`config.mk`:
```
export PLATFORM = sky130hd
export DESIGN_NAME = phy_rgmii_rx_flat
export DESIGN_NICKNAME = d
export VERILOG_FILES = /design/src/rtl/phy_rgmii_rx_pkg.sv /design/src/rtl/phy_rgmii_rx_if.sv /design/src/rtl/phy_rgmii_rx_sync.sv /design/src/rtl/phy_rgmii_rx.sv /design/src/flat_wrapper.sv
export SDC_FILE = /design/constraint.sdc
export NUM_CORES = 1
export LEC_CHECK = 0
export CORE_MARGIN = 10
export CORE_UTILIZATION = 45
export DETAILED_ROUTE_END_ITERATION = 8
export GPL_ROUTABILITY_DRIVEN = 0
export HOLD_SLACK_MARGIN = 0.15
export PLACE_DENSITY = 0.84
export SYNTH_ARGS = -nofsm -noshare
export SYNTH_HDL_FRONTEND = slang
export SYNTH_SLANG_ARGS = --single-unit
```
`constraint.sdc`:
```
create_clock -name phy_rx_clk -period 1.6 [get_ports phy_rx_clk]
set_clock_uncertainty 0.15 [all_clocks]
set_input_delay 0.24 -clock phy_rx_clk [delete_from_list [all_inputs] [get_ports phy_rx_clk]]
set_output_delay 0.24 -clock phy_rx_clk [all_outputs]
set_load 0.02 [all_outputs]
```
`src/rtl/phy_rgmii_rx_pkg.sv`:
```
// Shared RGMII receive definitions: FSM states, framing bytes and in-band status decode.
package eth_phy_pkg;

  typedef enum logic [1:0] {
    ST_IDLE,
    ST_PREAMBLE,
    ST_DATA,
    ST_DROP
  } rx_state_e;

  localparam logic [7:0] PREAMBLE_BYTE = 8'h55;
  localparam logic [7:0] SFD_BYTE      = 8'hD5;
  localparam logic [3:0] MAX_PREAMBLE  = 4'd7;

  // Idle nibble layout: bit0 link, bits2:1 speed, bit3 duplex.
  function automatic logic [3:0] inband_status(input logic [3:0] nib);
    return {nib[0], nib[2:1], nib[3]};
  endfunction

endpackage

```
`src/rtl/phy_rgmii_rx_if.sv`:
```
// Byte-side bundle between the IDDR capture stage and the RGMII receive decoder.
interface phy_rgmii_rx_if #(parameter int CNT_WIDTH = 16);
  logic [3:0]           rxd_rise_in;
  logic [3:0]           rxd_fall_in;
  logic                 rxctl_rise_in;
  logic                 rxctl_fall_in;
  logic [7:0]           phy_rxd_out;
  logic                 phy_rvalid_out;
  logic                 phy_rerr_out;
  logic                 sfd_seen_out;
  logic [3:0]           link_status_out;
  logic [CNT_WIDTH-1:0] frame_cnt_out;
  logic [CNT_WIDTH-1:0] err_cnt_out;

  modport master (
    output rxd_rise_in, rxd_fall_in, rxctl_rise_in, rxctl_fall_in,
    input  phy_rxd_out, phy_rvalid_out, phy_rerr_out, sfd_seen_out,
           link_status_out, frame_cnt_out, err_cnt_out
  );

  modport slave (
    input  rxd_rise_in, rxd_fall_in, rxctl_rise_in, rxctl_fall_in,
    output phy_rxd_out, phy_rvalid_out, phy_rerr_out, sfd_seen_out,
           link_status_out, frame_cnt_out, err_cnt_out
  );
endinterface

```
`src/rtl/phy_rgmii_rx_sync.sv`:
```
// Multi-stage synchroniser with asynchronous clear; output goes low at once, high STAGES edges later.
module sync_signal #(
  parameter int STAGES = 2
) (
  input  logic i_clk,
  input  logic i_rst_n,
  input  logic i_d,
  output logic o_q
);

  logic [STAGES-1:0] r_sync;

  always_ff @(posedge i_clk or negedge i_rst_n) begin
    if (!i_rst_n) r_sync <= '0;
    else          r_sync <= {r_sync[STAGES-2:0], i_d};
  end

  assign o_q = r_sync[STAGES-1];

endmodule

```
`src/rtl/phy_rgmii_rx.sv`:
```
// RGMII receive decoder: DDR sample pairs to bytes, frame delineation, in-band link status, frame stats.
module phy_rgmii_rx import eth_phy_pkg::*; #(
  parameter bit STRIP_PREAMBLE = 1'b0,
  parameter int CNT_WIDTH      = 16
) (
  input logic           phy_rx_clk,
  input logic           sys_rst_n,
  phy_rgmii_rx_if.slave rx
);

  logic                 w_rst_n;
  logic                 w_dv, w_er;
  logic [7:0]           w_byte;
  rx_state_e            r_state, w_state_nxt;
  logic [3:0]           r_pre_cnt, w_pre_cnt_nxt;
  logic                 w_frame_inc, w_err_inc, w_sfd;
  logic [7:0]           r_rxd;
  logic                 r_rvalid, r_rerr, r_sfd;
  logic [3:0]           r_link;
  logic [CNT_WIDTH-1:0] r_frame_cnt, r_err_cnt;

  // Assert passes straight through; release lands two clocks later, glitch-free.
  sync_signal #(.STAGES(2)) u_rst_sync (
    .i_clk   (phy_rx_clk),
    .i_rst_n (sys_rst_n),
    .i_d     (1'b1),
    .o_q     (w_rst_n)
  );

  assign w_dv   = rx.rxctl_rise_in;
  assign w_er   = rx.rxctl_rise_in ^ rx.rxctl_fall_in;
  assign w_byte = {rx.rxd_fall_in, rx.rxd_rise_in};

  always_comb begin
    w_state_nxt   = r_state;
    w_pre_cnt_nxt = r_pre_cnt;
    w_frame_inc   = 1'b0;
    w_err_inc     = 1'b0;
    w_sfd         = 1'b0;
    unique case (r_state)
      ST_IDLE: begin
        if (w_dv) begin
          if (w_er) begin
            w_state_nxt = ST_DROP;
          end else if (w_byte == PREAMBLE_BYTE) begin
            w_state_nxt   = ST_PREAMBLE;
            w_pre_cnt_nxt = 4'd1;
          end else if (w_byte == SFD_BYTE) begin
            w_state_nxt = ST_DATA;
            w_sfd       = 1'b1;
          end else begin
            w_state_nxt = ST_DROP;
          end
        end
      end
      ST_PREAMBLE: begin
        if (!w_dv) begin
          w_state_nxt = ST_IDLE;
          w_err_inc   = 1'b1;
        end else if (w_er) begin
          w_state_nxt = ST_DROP;
        end else if (w_byte == SFD_BYTE) begin
          w_state_nxt = ST_DATA;
          w_sfd       = 1'b1;
        end else if (w_byte == PREAMBLE_BYTE) begin
          if (r_pre_cnt >= MAX_PREAMBLE) w_state_nxt   = ST_DROP;
          else                           w_pre_cnt_nxt = r_pre_cnt + 4'd1;
        end else begin
          w_state_nxt = ST_DROP;
        end
      end
      ST_DATA: begin
        // An error flagged on the closing cycle still spoils the frame.
        if (!w_dv) begin
          w_state_nxt = ST_IDLE;
          w_err_inc   = w_er;
          w_frame_inc = !w_er;
        end else if (w_er) begin
          w_state_nxt = ST_DROP;
        end
      end
      ST_DROP: begin
        if (!w_dv) begin
          w_state_nxt = ST_IDLE;
          w_err_inc   = 1'b1;
        end
      end
      default: w_state_nxt = ST_IDLE;
    endcase
  end

  always_ff @(posedge phy_rx_clk or negedge w_rst_n) begin
    if (!w_rst_n) begin
      r_state     <= ST_IDLE;
      r_pre_cnt   <= '0;
      r_rxd       <= '0;
      r_rvalid    <= 1'b0;
      r_rerr      <= 1'b0;
      r_sfd       <= 1'b0;
      r_link      <= '0;
      r_frame_cnt <= '0;
      r_err_cnt   <= '0;
    end else begin
      r_state   <= w_state_nxt;
      r_pre_cnt <= w_pre_cnt_nxt;
      r_rxd     <= w_byte;
      r_rerr    <= w_er;
      r_sfd     <= w_sfd;
      r_rvalid  <= STRIP_PREAMBLE ? (w_dv && r_state == ST_DATA) : w_dv;
      if (!w_dv && !w_er && rx.rxd_rise_in == rx.rxd_fall_in)
        r_link <= inband_status(rx.rxd_rise_in);
      if (w_frame_inc && r_frame_cnt != '1) r_frame_cnt <= r_frame_cnt + CNT_WIDTH'(1);
      if (w_err_inc && r_err_cnt != '1)     r_err_cnt   <= r_err_cnt + CNT_WIDTH'(1);
    end
  end

  assign rx.phy_rxd_out     = r_rxd;
  assign rx.phy_rvalid_out  = r_rvalid;
  assign rx.phy_rerr_out    = r_rerr;
  assign rx.sfd_seen_out    = r_sfd;
  assign rx.link_status_out = r_link;
  assign rx.frame_cnt_out   = r_frame_cnt;
  assign rx.err_cnt_out     = r_err_cnt;

endmodule

```
`src/flat_wrapper.sv`:
```
// flat-port wrapper written by rule: the top's interface ports become plain ports
module phy_rgmii_rx_flat import eth_phy_pkg::*;
#(
  parameter bit STRIP_PREAMBLE = 1'b0,
  parameter int CNT_WIDTH      = 16
)
  (phy_rx_clk, sys_rst_n, rx_rxd_rise_in, rx_rxd_fall_in, rx_rxctl_rise_in, rx_rxctl_fall_in, rx_phy_rxd_out, rx_phy_rvalid_out, rx_phy_rerr_out, rx_sfd_seen_out, rx_link_status_out, rx_frame_cnt_out, rx_err_cnt_out);
  phy_rgmii_rx_if #(.CNT_WIDTH(CNT_WIDTH)) rx_i ();
  input logic phy_rx_clk;
  input logic sys_rst_n;
  input wire logic [$bits(rx_i.rxd_rise_in)-1:0] rx_rxd_rise_in;
  input wire logic [$bits(rx_i.rxd_fall_in)-1:0] rx_rxd_fall_in;
  input wire logic [$bits(rx_i.rxctl_rise_in)-1:0] rx_rxctl_rise_in;
  input wire logic [$bits(rx_i.rxctl_fall_in)-1:0] rx_rxctl_fall_in;
  output wire logic [$bits(rx_i.phy_rxd_out)-1:0] rx_phy_rxd_out;
  output wire logic [$bits(rx_i.phy_rvalid_out)-1:0] rx_phy_rvalid_out;
  output wire logic [$bits(rx_i.phy_rerr_out)-1:0] rx_phy_rerr_out;
  output wire logic [$bits(rx_i.sfd_seen_out)-1:0] rx_sfd_seen_out;
  output wire logic [$bits(rx_i.link_status_out)-1:0] rx_link_status_out;
  output wire logic [$bits(rx_i.frame_cnt_out)-1:0] rx_frame_cnt_out;
  output wire logic [$bits(rx_i.err_cnt_out)-1:0] rx_err_cnt_out;
  assign rx_i.rxd_rise_in = rx_rxd_rise_in;
  assign rx_i.rxd_fall_in = rx_rxd_fall_in;
  assign rx_i.rxctl_rise_in = rx_rxctl_rise_in;
  assign rx_i.rxctl_fall_in = rx_rxctl_fall_in;
  assign rx_phy_rxd_out = rx_i.phy_rxd_out;
  assign rx_phy_rvalid_out = rx_i.phy_rvalid_out;
  assign rx_phy_rerr_out = rx_i.phy_rerr_out;
  assign rx_sfd_seen_out = rx_i.sfd_seen_out;
  assign rx_link_status_out = rx_i.link_status_out;
  assign rx_frame_cnt_out = rx_i.frame_cnt_out;
  assign rx_err_cnt_out = rx_i.err_cnt_out;
  phy_rgmii_rx #(.STRIP_PREAMBLE(STRIP_PREAMBLE), .CNT_WIDTH(CNT_WIDTH)) u_core (.phy_rx_clk(phy_rx_clk), .sys_rst_n(sys_rst_n), .rx(rx_i));
endmodule
```
# After elaboration in Yosys (flattened, before gate mapping)
# Cells that the tools add are included.
# totals
output_inout_bits	47
regBits	55
in_bits	12
word_cells	79
# classes
n_reduce_logical	11
order_cmp	1
mux	34
bitwise_logic	1
n_addsub	3
n_eq_ne	19
# ops
operator	n
$add 16x1->16 const B	2
$mux 4	8
$ne 16x16->1 const B	2
$mux 2	11
$ne 2x2->1 const B	7
$mux 1	11
$reduce_and 9->1	1
$eq 8x7->1 const B	1
$eq 8x8->1 const B	1
$pmux 2 s4	1
$pmux 4 s2	1
$ne 6x4->1 const B	1
$add 4x1->4 const B	1
$eq 2x2->1 const B	2
$eq 4x4->1	1
$ge 4x3->1 const B	1
$logic_and 1x1->1	4
$ne 2x1->1 const B	2
$pmux 1 s2	2
$reduce_and 4->1	1
$ne 3x2->1 const B	1
$eq 2x1->1 const B	1
$logic_not 1->1	2
$logic_not 2->1	1
other kinds (3)	3

# Logic depth before layout (Yosys ltp)
# logic_depth
ltp_word	7
ltp_mapped	7
mapped_depth_nobuf	6

# Hierarchy
# From an unflattened synthesis, not the netlist that was laid out.
# unflattened
cells_unflattened	220
area_unflattened_um2	2556.2
# modules_own_cells
mod	instances	area_each_um2	seq_area_each_um2	cells_per_inst
phy_rgmii_rx	1	2506.2	1326.3	218
sync_signal	1	50.0	50.0	2

# Worst setup path after synthesis
# OpenSTA, ideal clock, no wires.
# synth_timing
kind	input-to-reg
from	input rx_rxctl_rise_in
to	register u_core.r_pre_cnt[0]
required_ns	1.325
path_slack_ns	-0.447
path_buffers	0
t_arrival_ns	1.772
setup_ns	0.125
path_stages	6
cell_sequence	inv_1 > ha_1 > or2_2 > nor4_4 > and3_2 > mux2_2
# synth_between
elab_chain_len	3
word_cells_on_any_way	6
classes_between	eq/ne (4); bitwise (1); reduce/logical (1)
# synth_lines
element	line	source
from (decl)	flat_wrapper.sv:13	input wire logic [$bits(rx_i.rxctl_rise_in)-1:0] rx_rxctl_rise_in;
$xor 1x1->1 (*)	phy_rgmii_rx.sv:31	assign w_er = rx.rxctl_rise_in ^ rx.rxctl_fall_in;
net u_core.w_er	phy_rgmii_rx.sv:12	logic w_dv, w_er;
$ne 2x2->1 (no source line)	--	
$reduce_and 9->1 (no source line) (*)	--	
to (signal assigned)	phy_rgmii_rx.sv:105	r_pre_cnt <= w_pre_cnt_nxt;
to (decl)	phy_rgmii_rx.sv:15	logic [3:0] r_pre_cnt, w_pre_cnt_nxt;
# The timed path passes the listed nets; every way through them passes the cells marked *.
# A chain may end at the register's enable or synchronous reset.

# Final worst setup path
# layout_timing
from	register u_core.r_err_cnt[9], in the netlist u_core.rx.err_cnt_out[9]
to	register u_core.r_err_cnt[1], in the netlist u_core.rx.err_cnt_out[1]
# layout_between
elab_chain_len	2
# layout_lines
element	line	source
from (decl)	phy_rgmii_rx.sv:20	logic [CNT_WIDTH-1:0] r_frame_cnt, r_err_cnt;
from (signal assigned)	phy_rgmii_rx.sv:113	if (w_err_inc && r_err_cnt != '1) r_err_cnt <= r_err_cnt + CNT_WIDTH'(1);
$ne 16x16->1	phy_rgmii_rx.sv:113	
$logic_and 1x1->1	phy_rgmii_rx.sv:113	
# No other way between the ends.

==> flow_summary.toml <==
[setup_path]
cp-start-kind = "flip-flop"
reg2reg_depth = 5
rr_startpoint = "u_core.rx.err_cnt_out[9]"
endpoint_kind = "flip-flop"
critPathTopFamily = "simple AND/OR/NAND/NOR gates"
cp.required_ns = 1.67
r2r-end = "u_core.rx.err_cnt_out[1]"
cp_slowest_cell = "dfrtp_2"
crit_buf_inv = 1
cp.arrival_ns = 1.88
reg2reg_slack_ns = -0.21
critPathMaxStageDelay_ns = 0.42
crit_path_max_fanout = 4
crit_type = "flip-flop to flip-flop"
crit_path_cell_trace = "nand4_1, nor4_4, buf_4, nor2_2, mux2_4"

[synthesis]
syn_inst = 208
synth.cell_area_mm2 = 0.002561
synth.distinct_cells = 44
ys_async_sr_fraction_pct = 100.0
synth_fp_nets = 225
ys_ff_latch = 55
synth-main-ff-cell = "dfrtp_1"
synth-edff-count = 0
yosys_warnings = 0
yosysSeqAreaShare_pct = 53.74
syn_avg_cell_area_um2 = 12.31

[die]
die_width_um = 95.44
io_pins = 59
rows = 27
die_area_mm2 = 0.009109
fp.coreArea_mm2 = 0.005507
start_util_pct = 46.51
die_y_um = 95.44

[clock_network]
h-tree-depth = 2
cts.path.max_buffers = 2
cts.clk_slew.worst_paths_ns = 0.10
cts_buffers = 5
clock-sinks = 55
cts_root_buf = "clkbuf_8"
cts_tree = "yes"
clk_latency_ns = 0.32

[final_layout]
drive_gt1_share_pct = 52.85
syn_to_final_growth_pct = 72.69
diodes = 0
layout_common_cells = "77 x buf_4, 31 x dlygate4sd2_1, 29 x dfrtp_1, 26 x dfrtp_2, 18 x xor2_1"
fillCellCount = 312
final_common_cell = "buf_4"
nets = 385
design_area_mm2 = 0.004423
final_util_pct = 80.32

[power_and_ir_drop]
p_leak_nw = 2.132
power.density_mw_per_mm2 = 979.7
peakVddDrop_mv = 0.9999

[global_route]
antenna_found_initial = 0
grt_pass1_wl_um = 12750
grt_max_degree = 40
grt_pass1_vias = 2470
track_usage_pct = 17.79
grt.overflow.total = 0

[sta]
min_period_ns = 1.807
setup_tns_ns = -2.584
rsz0062_at_grt = "true"
fmaxAchievable_mhz = 553.3
setup_violations = 26
hold_viol = 0
drv_slew = 0
fin_crit_sh_pct = 113.0
fin_ws_ns = -0.2073

[placement]
postPlaceCellArea_mm2 = 0.003956
io_buffers = 58
place_hpwl_um = 5362

[routing]
wirelength_um = 8897
dr.pass1.iters = 4
vias_per_cell = 5.367
drtAntennaViolNets = 0
wl_per_cell_um = 20.17
first_iter_violations = 110
vias = 2367
drc = 0

[hold_path]
holdCritStartpoint = "rx_rxd_rise_in[1]"
min_path_type = "primary input to flip-flop"
min_to = "u_core.rx.phy_rxd_out[1]"
whs_path_depth = 2

[status]
status = "finished, violations left"
failed_checks = "negative setup slack"

[flow_run]
drv_cap = 0
## cell usage after synthesis, types with 4 or more instances
library cell	count	area (um2)
and3_1	4	25.02
dfrtp_1	55	1376
ha_1	5	62.56
inv_1	6	22.52
mux2_2	10	112.6
nand2_1	13	48.80
nand3_1	12	60.06
nand4_1	8	50.05
nor2_1	6	22.52
nor3_1	8	40.04
nor3b_1	4	30.03
nor4_1	5	31.28
nor4_2	4	50.05
xnor2_1	13	113.9
xor2_1	18	157.7
## worst reg2reg max path, cell delays in order (launching register included)
cell and delay (ns):
dfrtp_2 0.42, nand4_1 0.20, nor4_4 0.42, buf_4 0.19
nor2_2 0.05, mux2_4 0.28
## worst max-delay path by stage
stage,slack [ns],endpoint,depth (start not counted),startpoint
floorplan,-0.36,u_core.r_pre_cnt[0],6,rx_rxctl_rise_in
global placement,-0.90,u_core.r_pre_cnt[1],7,rx_rxctl_rise_in
detailed placement,-0.96,u_core.r_pre_cnt[1],7,rx_rxctl_rise_in
CTS,-0.17,u_core.r_pre_cnt[1],4,u_core.r_state[1]
global route,-0.24,u_core.rx.err_cnt_out[0],7,u_core.rx.err_cnt_out[0]
finish,-0.21,u_core.rx.err_cnt_out[1],5,u_core.rx.err_cnt_out[9]
## cell type report
type | count | area, um2 | area share (%)
clock buffers | 6 | 72.57 | 1.641
clock inverters | 2 | 60.06 | 1.358
inverters | 6 | 26.28 | 0.5941
multi-input cells | 146 | 1505 | 34.03
flip-flops and latches | 55 | 1409 | 31.85
well taps | 72 | 90.09 | 2.037
repair buffers | 154 | 1260 | 28.49
## report_power, final
part           internal [mW]  leakage [nW]  switching, mW
Combinational          0.696          1.40          0.767
Clock                  0.626        0.0654          0.490
Sequential              1.58         0.667          0.169
## flip-flops by register name (all words and copies together), names as in the netlist
name and flops:
u_core.r_pre_cnt 4, u_core.u_rst_sync.r_sync 2, u_core.r_state 2, u_core.rx.err_cnt_out 16, u_core.rx.phy_rxd_out 8, u_core.rx.frame_cnt_out 16
u_core.rx.sfd_seen_out 1, u_core.rx.phy_rerr_out 1, u_core.rx.phy_rvalid_out 1, u_core.rx.link_status_out 4
## cells by family after synthesis
logic type	count (synthesis)	synth area share [%]
other cells	1	0.1464
compound gates	8	2.834
xor+xnor	31	10.60
flops	55	53.74
fa+ha+maj	5	2.443
buf+inv	7	1.172
simple gates	90	24.08
mux	11	4.983
## per-layer routing
layer	vias up	part of all wire (%)	track usage (%)
met4	0	2.1	6.265
met2	75	54	31.76
met3	14	4.8	3.614
met1	1212	39	20.65
li1	1066	-	-
met5	-	0	0
## per-stage QoR
step / std cells / setup slack, ns / total power, mW / hold slack (ns)
after floorplan: 208 / -0.3598 / 2.410 / -0.2056
after global placement: 408 / -0.9015 / 3.166 / 0.09842
after detailed placement: 408 / -0.9576 / 3.221 / 0.1105
after CTS: 430 / -0.1666 / 4.300 / 0.1520
after global routing: 441 / -0.2375 / 4.526 / 0.1529
final: 441 / -0.2073 / 4.333 / 0.1627
## what timing repair did
item                                    CTS  global route
hold buffers                              7             3
buffers inserted                          8             8
gates resized for setup                 106            41
pin swaps                                18            25
endpoints found under the hold margin    60             3
endpoints found under the setup margin   88            61
Power figures use the tool's default switching activity.
